$ cat src/rtl/ifu_prefetch_queue.sv
// Instruction fetch front end: issues sequential read requests to memory,
// buffers returned words together with their PCs in a small FIFO and hands
// {IR, PC} pairs to the decode stage. Absorbs halts and branch redirects.
module ifu_prefetch_queue #(
    parameter int                    DATA_WIDTH = 32,
    parameter int                    ADDR_WIDTH = 32,
    parameter int                    DEPTH      = 4,
    parameter logic [ADDR_WIDTH-1:0] RESET_PC   = '0
) (
    input  logic                         clock_in,
    input  logic                         reset_in,
    input  logic                         halt_in,
    input  logic                         redirect_in,
    input  logic [ADDR_WIDTH-1:0]        redirect_addr_in,
    output logic [ADDR_WIDTH-1:0]        mem_addr_out,
    output logic                         mem_read_out,
    input  logic                         mem_valid_in,
    input  logic [DATA_WIDTH-1:0]        mem_data_in,
    output logic                         ins_valid_out,
    output logic [DATA_WIDTH-1:0]        ins_data_out,
    output logic [ADDR_WIDTH-1:0]        ins_pc_out,
    input  logic                         ins_ready_in,
    output logic [$clog2(DEPTH+1)-1:0]   occupancy_out
);

    localparam int PTR_W = $clog2(DEPTH);
    localparam int CNT_W = $clog2(DEPTH + 1);
    localparam logic [CNT_W-1:0] DEPTH_C = CNT_W'(DEPTH);

    typedef enum logic [1:0] {
        STALL   = 2'd0,
        FETCH   = 2'd1,
        DISCARD = 2'd2
    } state_t;

    state_t                 state_q, state_d;
    logic [ADDR_WIDTH-1:0]  fetchPc_q, fetchPc_d;
    logic [ADDR_WIDTH-1:0]  discardPc_q, discardPc_d;
    logic [PTR_W-1:0]       wrPtr_q, wrPtr_d;
    logic [PTR_W-1:0]       rdPtr_q, rdPtr_d;
    logic [CNT_W-1:0]       count_q, count_d;
    logic [CNT_W-1:0]       cntNext;
    logic [DATA_WIDTH-1:0]  dataMem_q [DEPTH];
    logic [ADDR_WIDTH-1:0]  pcMem_q   [DEPTH];

    logic accept;
    logic push;
    logic pop;
    logic reqAllowed;

    // Handshake completions; a redirect cancels both the push and the pop.
    assign accept     = (state_q == FETCH) && mem_valid_in;
    assign push       = accept && !redirect_in;
    assign pop        = (count_q != '0) && ins_ready_in && !redirect_in;
    assign cntNext    = count_q + CNT_W'(accept) - CNT_W'(pop);
    // A new request is only issued when a FIFO slot is guaranteed for it.
    assign reqAllowed = (cntNext < DEPTH_C) && !halt_in && !redirect_in;

    // While discarding, the bus must keep showing the abandoned address.
    assign mem_addr_out  = (state_q == DISCARD) ? discardPc_q : fetchPc_q;
    assign mem_read_out  = (state_q != STALL);
    assign ins_valid_out = (count_q != '0);
    assign ins_data_out  = ins_valid_out ? dataMem_q[rdPtr_q] : '0;
    assign ins_pc_out    = ins_valid_out ? pcMem_q[rdPtr_q]   : '0;
    assign occupancy_out = count_q;

    // Request FSM next state: one outstanding request at most.
    always_comb begin
        state_d = state_q;
        case (state_q)
            STALL: begin
                if (reqAllowed) state_d = FETCH;
            end
            FETCH: begin
                if (redirect_in)  state_d = accept ? STALL : DISCARD;
                else if (accept)  state_d = reqAllowed ? FETCH : STALL;
            end
            DISCARD: begin
                if (mem_valid_in) state_d = reqAllowed ? FETCH : STALL;
            end
            default: state_d = STALL;
        endcase
    end

    // Fetch PC and FIFO bookkeeping; a redirect flushes everything.
    always_comb begin
        fetchPc_d   = fetchPc_q;
        discardPc_d = discardPc_q;
        wrPtr_d     = wrPtr_q;
        rdPtr_d     = rdPtr_q;
        count_d     = count_q;
        if (redirect_in) begin
            fetchPc_d = {redirect_addr_in[ADDR_WIDTH-1:2], 2'b00};
            wrPtr_d   = '0;
            rdPtr_d   = '0;
            count_d   = '0;
            if (state_q == FETCH && !accept) discardPc_d = fetchPc_q;
        end else begin
            if (accept) fetchPc_d = fetchPc_q + ADDR_WIDTH'(4);
            if (push)   wrPtr_d   = wrPtr_q + PTR_W'(1);
            if (pop)    rdPtr_d   = rdPtr_q + PTR_W'(1);
            count_d = cntNext;
        end
    end

    // State registers with asynchronous active-low reset.
    always_ff @(posedge clock_in or negedge reset_in) begin
        if (!reset_in) begin
            state_q     <= STALL;
            fetchPc_q   <= RESET_PC;
            discardPc_q <= RESET_PC;
            wrPtr_q     <= '0;
            rdPtr_q     <= '0;
            count_q     <= '0;
        end else begin
            state_q     <= state_d;
            fetchPc_q   <= fetchPc_d;
            discardPc_q <= discardPc_d;
            wrPtr_q     <= wrPtr_d;
            rdPtr_q     <= rdPtr_d;
            count_q     <= count_d;
        end
    end

    // FIFO storage; contents are masked at the outputs when empty, so no reset.
    always_ff @(posedge clock_in) begin
        if (push) begin
            dataMem_q[wrPtr_q] <= mem_data_in;
            pcMem_q[wrPtr_q]   <= mem_addr_out;
        end
    end

endmodule
$ cat config.mk
export PLATFORM = sky130hd
export DESIGN_NAME = ifu_prefetch_queue
export DESIGN_NICKNAME = d
export VERILOG_FILES = /design/src/rtl/ifu_prefetch_queue.sv
export SDC_FILE = /design/constraint.sdc
export NUM_CORES = 1
export LEC_CHECK = 0
export CORE_MARGIN = 4
export CORE_UTILIZATION = 55
export DETAILED_ROUTE_END_ITERATION = 10
export PLACE_DENSITY = 0.87
export SLEW_MARGIN = 20
export SYNTH_ARGS = -nofsm -noshare
export SYNTH_HDL_FRONTEND = slang
export SYNTH_SLANG_ARGS = --single-unit
$ cat constraint.sdc
create_clock -name clock_in -period 3.75 [get_ports clock_in]
set_clock_uncertainty 0.05 [all_clocks]
set_input_delay 0.5625 -clock clock_in [delete_from_list [all_inputs] [get_ports clock_in]]
set_output_delay 0.5625 -clock clock_in [all_outputs]
set_load 0.03 [all_outputs]
==> results.json <==
{
  "run_status": "finished, final reports clean",
  "worstSetupStartpointType": "flop",
  "dp_hpwl_microns": 16420,
  "clock-sinks": 317,
  "antenna_found_initial": 0,
  "cts_tree": "built",
  "root_buffer": "clkbuf_16",
  "drt_iter0_markers": 435,
  "row_count": 56,
  "maxCapViolCount": 0,
  "hp-class": "input port to asynchronous set/reset pin",
  "finalHoldViolations": 0,
  "setup_viol": 0,
  "syn_inst": 728,
  "synth_area_sq_mm": 0.01307,
  "synthTopCellsByArea": "edfxtp_1 (57%), dfrtp_1 (13%), mux4_2 (11%), mux2_2 (4.4%), and2_1 (3.2%)",
  "viasPerCell": 5.553,
  "ys_warn_count": 0,
  "firstDrtPassIters": 5,
  "clockBufferDepth": 3,
  "crit_path_top_delay_cell": "dfrtp_4",
  "cp_data_required_time_ps": 3140,
  "dieHeight_microns": 162.2,
  "gp_congestion": 0.7550,
  "grt.overflow.total": 0,
  "finalNetCount": 987,
  "synth_top_area_share_pct": 56.98,
  "slew_headroom_pct": 42.05,
  "area_growth_pct": 23.44,
  "rr_startpoint": "occupancy_out[1]",
  "critPathKind": "flop to output port",
  "htree_levels": 1,
  "grt_usage_pct": 19.80,
  "num_io_pins": 171,
  "r2r_cells": 12,
  "die_area_sq_mm": 0.02629,
  "cts_buffers": 31,
  "ys_seq_elements": 317,
  "synth.distinct_cells": 42,
  "rsz0062_at_grt": "false",
  "synth_top_cell_by_area": "edfxtp_1",
  "post_drt_wl_per_cell_microns": 20.68,
  "postCtsSetupBuffers": 0,
  "cts_hold_buffers": 0,
  "post-route-period-util_pct": 91.63,
  "power_density_mw_per_mm2": 674.4,
  "grt_max_degree": 70,
  "worst-path-max-fanout": 15,
  "hold_ws_ps": 162.4,
  "drive_above_1_share_pct": 21.48,
  "fmax_mhz": 291.0,
  "ir_worst_vdd_uv": 362.0,
  "finalWirelength_microns": 25860,
  "r2r_setup_slack_ps": 980,
  "num_antenna_cells": 0,
  "vias": 6941,
  "worst_slew_pin_slew_ps": 869.2,
  "postRouteAntennaNets": 0,
  "cts-resized-gates": 0,
  "clkTransAtPathRegs_ps": 60,
  "start_util_pct": 55.85,
  "p_leak_nw": 5.583,
  "slew_violations": 0,
  "grt_pass1_vias": 7372,
  "crit_path_end_kind": "output port",
  "port_buffers": 164,
  "crit_chain": "buf_4 -> mux4_2 -> and2_1 -> clkdlybuf4s50_1",
  "fp.dieW_microns": 162.2,
  "r2r-end": "state_q[0]",
  "coreArea_sq_mm": 0.02340,
  "setup_tns_ps": 0,
  "avgSynthCellArea_sq_um": 17.95,
  "critPathMaxStageDelay_ps": 650,
  "arrival_ps": 2820,
  "grt_pass1_wl_microns": 40890,
  "seq_area_frac_synth_pct": 70.19,
  "route.detailed.drc": 0,
  "clk_latency_ps": 540,
  "fin_crit_ps": 3436
}
[how the worst max path moves through the flow]
stage | end | slack [ps] | cells past startpoint | startpoint
floorplan | dataMem_q[0][0] | 840 | 4 | mem_valid_in
global placement | ins_pc_out[5] | 700 | 4 | rdPtr_q[0]
detailed placement | ins_pc_out[6] | 680 | 4 | rdPtr_q[0]
CTS | ins_pc_out[6] | 50 | 4 | rdPtr_q[0]
global route | ins_pc_out[6] | 180 | 4 | rdPtr_q[0]
finish | ins_pc_out[6] | 310 | 4 | rdPtr_q[0]
[per-stage QoR]
stage / cells / util [%] / total power, W / instance area (sq um) / worst slack (ps)
after floorplan: 731 / - / 0.006674 / 13080 / 841.9
after detailed placement: 1194 / 64.76 / 0.008041 / 15150 / 682.8
after global routing: 1250 / 68.94 / 0.01137 / 16130 / 182.4
after CTS: 1249 / 68.86 / 0.01099 / 16110 / 49.56
final: 1250 / 68.94 / 0.01088 / 16130 / 313.9
after global placement: 1194 / 64.76 / 0.007963 / 15150 / 700.7
[area by class of cell]
| type | count | area [sq um] |
|---|---|---|
| clock inverters | 19 | 165.2 |
| repair buffers | 187 | 1892 |
| clock buffers | 36 | 794.5 |
| inverters | 6 | 22.52 |
| fillers | 1559 | 7268 |
| well taps | 319 | 399.1 |
| multi-input cells | 366 | 3680 |
| flip-flops and latches | 317 | 9181 |
[cells by family (layout without fill, tap and decap cells)]
family / Yosys count / count (layout) / share of synthesized area [%]
AND/OR/NAND/NOR: 163 / 163 / 7.438
multiplexers: 126 / 126 / 16.18
buffers and inverters: 48 / 248 / 1.848
XOR/XNOR: 34 / 34 / 2.278
adder cells (fa/ha/maj): 8 / 8 / 0.8233
other: 1 / 4 / 0.02869
AO/OA/AOI/OAI: 31 / 31 / 1.216
flip-flops: 317 / 317 / 70.19
[Yosys cell counts (all sizes together)]
library cell  count
mux2             62
nand4             8
and4              4
clkbuf           20
mux4             62
nor3b             1
nand3            11
o21ai            29
nor2             12
edfxtp          248
nand3b            1
nand2            37
nor3              3
xor2             22
nor4              2
and2             67
a31oi             1
xnor2            12
and3             10
ha                7
or2               1
conb              1
inv               6
a21o              1
mux2i             2
buf              22
or3               1
nor2b             2
nand4b            3
fa                1
dfrtp            69
[sequential cells by signal, summed over array words and instances, names as in the netlist]
name	cells
wrPtr_q	2
rdPtr_q	2
discardPc_q	30
fetchPc_q	30
state_q	2
occupancy_out	3
pcMem_q	120
dataMem_q	128
[layer usage]
layer | GRT usage (%) | up-vias | share of wire, %
li1 | - | 3141 | -
met1 | 27.71 | 3566 | 42
met2 | 33.73 | 206 | 51
met3 | 2.918 | 28 | 5.3
met4 | 4.306 | 0 | 1.6
met5 | 0 | - | 0
[report_power, final]
group	internal (W)	total, W	switching (W)
Combinational	0.00167	0.00359	0.00192
Sequential	0.00415	0.00437	0.000217
Clock	0.00171	0.00293	0.00122
[layout by cell type, fill, tap and decap left out, types with 10 or more instances in the layout]
cell type	netlist	routed
dfrtp_1	69	67
edfxtp_1	248	248
and2_1	67	63
clkbuf_16	0	31
nor2_1	11	11
mux4_2	62	62
clkdlybuf4s50_1	0	162
and3_1	10	10
o21ai_1	22	22
buf_4	12	16
mux2_1	11	11
xor2_1	22	22
nand3_1	11	11
mux2_2	51	51
xnor2_1	12	12
nand2_1	37	37
[critical path: cells and delay by family (launching register included)]
family | cells | cell delay [ps]
flops | 1 | 650
mux | 1 | 530
simple gates | 1 | 190
buf+inv | 2 | 900
No activity file was read; power rests on OpenSTA's default activity.
